$ cat src/rtl/rally_pkg.sv
// Shared types and helpers for the rally game core.
package rally_pkg;

   typedef enum logic [2:0] {
      S_IDLE  = 3'd0,
      S_SERVE = 3'd1,
      S_RUN_R = 3'd2,
      S_RUN_L = 3'd3,
      S_POINT = 3'd4,
      S_OVER  = 3'd5
   } state_t;

   typedef enum logic {
      P1 = 1'b0,
      P2 = 1'b1
   } player_t;

   // max(p - dec, min_p) without ever going below zero
   function automatic int unsigned next_period(input int unsigned p,
                                               input int unsigned dec,
                                               input int unsigned min_p);
      if (p >= min_p + dec) return p - dec;
      return min_p;
   endfunction

endpackage

$ cat src/rtl/rally_step_timer.sv
// Loadable down-counter; expire is high while enabled and the count sits at zero.
module rally_step_timer #(
   parameter int unsigned W = 24
) (
   input  logic         clk,
   input  logic         reset,
   input  logic         load,
   input  logic [W-1:0] load_val,
   input  logic         en,
   output logic         expire
);

   logic [W-1:0] cnt_q, cnt_d;

   always_comb begin
      cnt_d = cnt_q;
      if (load)
         cnt_d = load_val;
      else if (en && cnt_q != '0)
         cnt_d = cnt_q - W'(1);
   end

   always_ff @(posedge clk) begin
      if (reset) cnt_q <= '0;
      else       cnt_q <= cnt_d;
   end

   assign expire = en && (cnt_q == '0);

endmodule

$ cat src/rtl/rally_core.sv
// Two-player LED rally: ball movement, returns with speed-up, scoring and match control.
module rally_core
   import rally_pkg::*;
#(
   parameter int unsigned LANE_LEN  = 8,
   parameter int unsigned SCORE_W   = 3,
   parameter int unsigned WIN_SCORE = 5,
   parameter int unsigned TICK_W    = 24,
   parameter int unsigned STEP_INIT = 12000000,
   parameter int unsigned STEP_DEC  = 1000000,
   parameter int unsigned STEP_MIN  = 3000000,
   parameter int unsigned HOLD_CYC  = 24000000
) (
   input  logic                        clk,
   input  logic                        reset,
   input  logic                        p1,
   input  logic                        p2,
   input  logic                        kick,
   output logic [$clog2(LANE_LEN)-1:0] pos,
   output logic [LANE_LEN-1:0]         led,
   output logic [2:0]                  state,
   output logic [SCORE_W-1:0]          sc1,
   output logic [SCORE_W-1:0]          sc2,
   output logic                        win1,
   output logic                        win2,
   output logic                        err,
   output logic                        match_over,
   output logic                        winner
);

   localparam int unsigned POS_W  = $clog2(LANE_LEN);
   localparam int unsigned HOLD_W = $clog2(HOLD_CYC + 1);
   localparam logic [POS_W-1:0] POS_MAX = POS_W'(LANE_LEN - 1);

   if (WIN_SCORE > 2**SCORE_W - 1) begin : g_bad_win
      $error("rally_core: WIN_SCORE does not fit in SCORE_W bits");
   end
   if (LANE_LEN < 3) begin : g_bad_lane
      $error("rally_core: LANE_LEN must be at least 3");
   end

   state_t               state_q, state_d;
   player_t              server_q, server_d;
   logic [POS_W-1:0]     pos_q, pos_d;
   logic [LANE_LEN-1:0]  led_q, led_d;
   logic [SCORE_W-1:0]   sc1_q, sc1_d, sc2_q, sc2_d, new_sc;
   logic [TICK_W-1:0]    period_q, period_d, period_nxt;
   logic                 win1_q, win1_d, win2_q, win2_d, err_q, err_d;
   logic                 over_q, over_d, winner_q, winner_d;

   logic                 step_load, step_exp, hold_load, hold_exp;
   logic [TICK_W-1:0]    step_val;
   logic                 rx_press, at_end, point;

   rally_step_timer #(.W(TICK_W)) u_step (
      .clk      (clk),
      .reset    (reset),
      .load     (step_load),
      .load_val (step_val),
      .en       (state_q == S_RUN_R || state_q == S_RUN_L),
      .expire   (step_exp)
   );

   rally_step_timer #(.W(HOLD_W)) u_hold (
      .clk      (clk),
      .reset    (reset),
      .load     (hold_load),
      .load_val (HOLD_W'(HOLD_CYC - 1)),
      .en       (state_q == S_POINT),
      .expire   (hold_exp)
   );

   assign period_nxt = TICK_W'(next_period(32'(period_q), STEP_DEC, STEP_MIN));

   always_comb begin
      state_d   = state_q;
      server_d  = server_q;
      pos_d     = pos_q;
      sc1_d     = sc1_q;
      sc2_d     = sc2_q;
      period_d  = period_q;
      winner_d  = winner_q;
      win1_d    = 1'b0;
      win2_d    = 1'b0;
      err_d     = 1'b0;
      step_load = 1'b0;
      step_val  = period_q - TICK_W'(1);
      hold_load = 1'b0;
      point     = 1'b0;
      new_sc    = '0;
      // the receiver is the player the ball is travelling toward
      rx_press  = (state_q == S_RUN_R) ? p2 : p1;
      at_end    = (state_q == S_RUN_R) ? (pos_q == POS_MAX) : (pos_q == '0);

      case (state_q)
         S_IDLE: begin
            if (kick) begin
               state_d  = S_SERVE;
               server_d = P1;
               pos_d    = '0;
               period_d = TICK_W'(STEP_INIT);
            end
         end
         S_SERVE: begin
            if ((server_q == P1 && p1) || (server_q == P2 && p2)) begin
               state_d   = (server_q == P1) ? S_RUN_R : S_RUN_L;
               step_load = 1'b1;
               step_val  = TICK_W'(STEP_INIT - 1);
            end
         end
         S_RUN_R, S_RUN_L: begin
            if (rx_press && at_end) begin
               state_d   = (state_q == S_RUN_R) ? S_RUN_L : S_RUN_R;
               pos_d     = (state_q == S_RUN_R) ? POS_MAX - POS_W'(1) : POS_W'(1);
               period_d  = period_nxt;
               step_load = 1'b1;
               step_val  = period_nxt - TICK_W'(1);
            end else if (rx_press) begin
               err_d = 1'b1;
               point = 1'b1;
            end else if (step_exp && at_end) begin
               point = 1'b1;
            end else if (step_exp) begin
               pos_d     = (state_q == S_RUN_R) ? pos_q + POS_W'(1) : pos_q - POS_W'(1);
               step_load = 1'b1;
            end
         end
         S_POINT: begin
            if (hold_exp) begin
               state_d  = S_SERVE;
               pos_d    = (server_q == P1) ? '0 : POS_MAX;
               period_d = TICK_W'(STEP_INIT);
            end
         end
         S_OVER: begin
            if (kick) begin
               state_d  = S_IDLE;
               server_d = P1;
               pos_d    = '0;
               sc1_d    = '0;
               sc2_d    = '0;
               winner_d = 1'b0;
               period_d = TICK_W'(STEP_INIT);
            end
         end
         default: state_d = S_IDLE;
      endcase

      // every point is lost by the receiver, who then serves
      if (point) begin
         hold_load = 1'b1;
         if (state_q == S_RUN_R) begin
            sc1_d    = sc1_q + SCORE_W'(1);
            new_sc   = sc1_d;
            win1_d   = 1'b1;
            server_d = P2;
         end else begin
            sc2_d    = sc2_q + SCORE_W'(1);
            new_sc   = sc2_d;
            win2_d   = 1'b1;
            server_d = P1;
         end
         if (new_sc == SCORE_W'(WIN_SCORE)) begin
            state_d  = S_OVER;
            winner_d = (state_q == S_RUN_R) ? 1'b0 : 1'b1;
         end else begin
            state_d  = S_POINT;
         end
      end

      over_d = (state_d == S_OVER);
      led_d  = '0;
      if (state_d != S_IDLE && state_d != S_OVER)
         led_d[pos_d] = 1'b1;
   end

   always_ff @(posedge clk) begin
      if (reset) begin
         state_q  <= S_IDLE;
         server_q <= P1;
         pos_q    <= '0;
         led_q    <= '0;
         sc1_q    <= '0;
         sc2_q    <= '0;
         period_q <= TICK_W'(STEP_INIT);
         win1_q   <= 1'b0;
         win2_q   <= 1'b0;
         err_q    <= 1'b0;
         over_q   <= 1'b0;
         winner_q <= 1'b0;
      end else begin
         state_q  <= state_d;
         server_q <= server_d;
         pos_q    <= pos_d;
         led_q    <= led_d;
         sc1_q    <= sc1_d;
         sc2_q    <= sc2_d;
         period_q <= period_d;
         win1_q   <= win1_d;
         win2_q   <= win2_d;
         err_q    <= err_d;
         over_q   <= over_d;
         winner_q <= winner_d;
      end
   end

   assign state      = state_q;
   assign pos        = pos_q;
   assign led        = led_q;
   assign sc1        = sc1_q;
   assign sc2        = sc2_q;
   assign win1       = win1_q;
   assign win2       = win2_q;
   assign err        = err_q;
   assign match_over = over_q;
   assign winner     = winner_q;

endmodule

$ cat config.mk
export PLATFORM = sky130hd
export DESIGN_NAME = rally_core
export DESIGN_NICKNAME = d
export VERILOG_FILES = /design/src/rtl/rally_pkg.sv /design/src/rtl/rally_step_timer.sv /design/src/rtl/rally_core.sv
export SDC_FILE = /design/constraint.sdc
export NUM_CORES = 1
export LEC_CHECK = 0
export CORE_UTILIZATION = 40
export DETAILED_ROUTE_END_ITERATION = 8
export HOLD_SLACK_MARGIN = 0.02
export PLACE_DENSITY = 0.6
export SYNTH_ARGS = -nofsm -noshare
export SYNTH_HDL_FRONTEND = slang
export SYNTH_SLANG_ARGS = --single-unit
export TNS_END_PERCENT = 20
$ cat constraint.sdc
create_clock -name clk -period 3.92 [get_ports clk]
set_input_delay 0.784 -clock clk [delete_from_list [all_inputs] [get_ports clk]]
set_output_delay 0.784 -clock clk [all_outputs]
set_load 0.1 [all_outputs]
==> impl_metrics.yaml <==
finish:
  area_growth_pct: 13.5
  nNetsFinal: 887
  drive_gt1_share_pct: 9.22
  final_cell_count_no_fill: 1095
  ff_latch_area_sq_um: 1980
  fill_cells: 1621
  multi_input_area_sq_um: 4270
  diodes: 0
sta:
  fin_tns_setup_ps: 0
  max_slew_margin_pct: 32.5
  fin_worst_skew_ps: 8.22
  rsz0062_at_grt: "no"
  hold_violations: 0
  max_freq_mhz: 304
  setup_viol: 0
  fin_crit_sh_pct: 83.9
  worst_pin_slew_ps: 1010
  period_needed_ps: 3290
  hold_slack_ps: 491
  slew_violations: 0
worst_setup_path:
  path_class: "register to register"
  endpoint_kind: "register"
  r2r_slack_ps: 630
  cp_max_fo: 8
  crit_required_ps: 4180
  startpoint_type: "register"
  worstPathArrival_ps: 3540
  crit_start: "u_hold.cnt_q[4]"
  worstReg2RegStart: "u_hold.cnt_q[4]"
flow_run:
  drv_cap: 0
floorplan:
  die_h_um: 130
  dieWidth_um: 130
  io_pins: 30
  initial_utilization_pct: 41.3
  row_count: 46
  die_area_sq_um: 17000
  design.core.area_sq_um: 15900
global_routing:
  antenna_found_initial: 0
  grt.total_usage_pct: 23.9
  grt_pass1_vias: 5763
  grt_max_degree: 61
  grt.overflow.total: 0
  grt_first_pass_wirelength_um: 31400
worst_hold_path:
  min_from: "u_step.cnt_q[11]"
  hp-class: "register to register"
clocking:
  clkSinkCount: 99
  cts_hold_buf: 0
  post_cts_buffers: 0
  cts_resized: 0
  cts.path.max_buffers: 2
  htree_num_levels: 3
  clockRootBuffer: "clkbuf_16"
  clk_latency_ps: 360
  cts_tree: "done"
  cts_buffers: 9
  cts.clk_slew.worst_paths_ps: 80
placed_design:
  place_hpwl_um: 14200
  port_buffers: 29
  dp_cells: 1079
  gp_congestion: 0.892
detailed_routing:
  firstDrtPassIters: 5
  drc: 0
  first_iter_violations: 652
  dr_total_vias: 6513
  ant_nets: 0
  vias_per_cell: 5.95
  wl_per_cell_um: 18.1
  routed_wl_um: 19800
power:
  leakage_nw: 2.68
  p_per_area_nw_per_um2: 393
  ir_drop_uv: 234
  totalPowerFinal_mw: 2.93
status:
  status: "completed"
yosys:
  postSynth.asyncResetShare_pct: 0
  yosysSeqAreaShare_pct: 30.1
  synth.avg_cell_area_sq_um: 7.66
  synth-seq-cells: 99
  synth_edf_count: 0
  synth_ff_type: "dfxtp_1"
  syn_inst: 859
  yosysUniqueCellTypes: 78
  syn_area_sq_um: 6580
  syn_nets: 872
  yosysWarnings: 0
where the power goes:
group	total, mW	internal (mW)	switching, mW	leakage [nW]
clock	0.962	0.515	0.447	0.156
combinational	0.827	0.302	0.526	1.72
sequential	1.14	1.07	0.0743	0.803
cell usage in the layout, fill, tap and decap left out, types with 11 or more instances in the layout:
master	n
nor3_1	41
nand4_1	11
nand2_1	72
a31oi_1	15
nor4_1	19
o21ai_0	48
buf_4	36
nor2_1	75
or4_1	14
dfxtp_1	99
clkdlybuf4s50_1	27
inv_1	24
a21oi_1	64
nand3_1	34
nand2b_1	11
or3_1	11
xnor2_1	41
xor2_1	33
and2_1	12
synthesized netlist by cell type, types with 5 or more instances:
master	count	area [sq um]
a221oi_1	6	52.6
o211ai_1	9	67.6
a211oi_1	10	75.1
a21oi_1	64	320
xnor2_1	41	359
o221ai_1	7	61.3
and2_1	12	75.1
ha_1	7	87.6
o31ai_1	6	45.0
clkbuf_1	49	184
o21ai_0	48	240
a31oi_1	15	93.8
and3_1	8	50.1
nor3_1	41	205
dfxtp_1	99	1980
nor2_1	75	282
or4_1	14	105
inv_1	24	90.1
a22oi_1	7	52.6
nand4_1	11	68.8
or3_1	11	68.8
a31o_2	5	43.8
o21a_1	7	52.6
nand2b_1	11	68.8
nor4_1	19	119
buf_2	6	30.0
nand3_1	34	170
nor3b_1	8	60.1
nand2_1	72	270
xor2_1	33	289
o41ai_1	7	61.3
through the flow:
step	cell area [sq um]	util, %	worst slack [ps]
after floorplan	6580	-	669
after CTS	7470	46.9	603
final	7470	46.9	633
after detailed placement	7150	44.9	585
after global routing	7470	46.9	359
after global placement	7150	44.9	654
per-layer routing:
| layer | GRT usage [%] | share of wire [%] | vias up |
|---|---|---|---|
| met2 | 36.2 | 44 | 225 |
| met4 | 8.34 | 2.2 | 0 |
| met3 | 3.81 | 6.1 | 31 |
| met5 | 0 | 0 | - |
| met1 | 34.0 | 48 | 3060 |
| li1 | - | - | 3197 |
cell families after synthesis:
group | synth area share [%]
compound gates | 23.3
xor+xnor | 9.85
fa+ha+maj | 1.64
buf+inv | 5.02
flops | 30.1
mux | 1.29
simple gates | 28.8
final cells by class:
| class | count | area share [%] |
|---|---|---|
| clock buffer | 9 | 3.02 |
| clock inverter | 7 | 1.21 |
| inverter | 24 | 1.21 |
| multi-input combinational | 676 | 57.1 |
| sequential | 99 | 26.5 |
| tap | 216 | 3.62 |
| timing repair buffer | 64 | 7.30 |
worst max-delay path, cell delays in order, from the launching register on:
cell and delay, ps:
dfxtp_1 350, or4_1 590, or2_2 330, or3_1 380, o41ai_1 680, o2111ai_1 460
nor4b_1 400
registers in the layout, indices dropped and copies added, names as in the netlist:
name	count
err	1
led	8
match_over	1
period_q	24
pos	3
sc1	3
sc2	3
server_q	1
state	3
u_hold.cnt_q	25
u_step.cnt_q	24
win1	1
win2	1
winner	1
final timing paths:
path | end | cells past startpoint
worst min-delay path | u_step.cnt_q[11] | 2
worst max-delay path | led[2] | 6
worst min register to register | u_step.cnt_q[11] | 2
worst max register to register | led[2] | 6
Power figures use the tool's default switching activity.
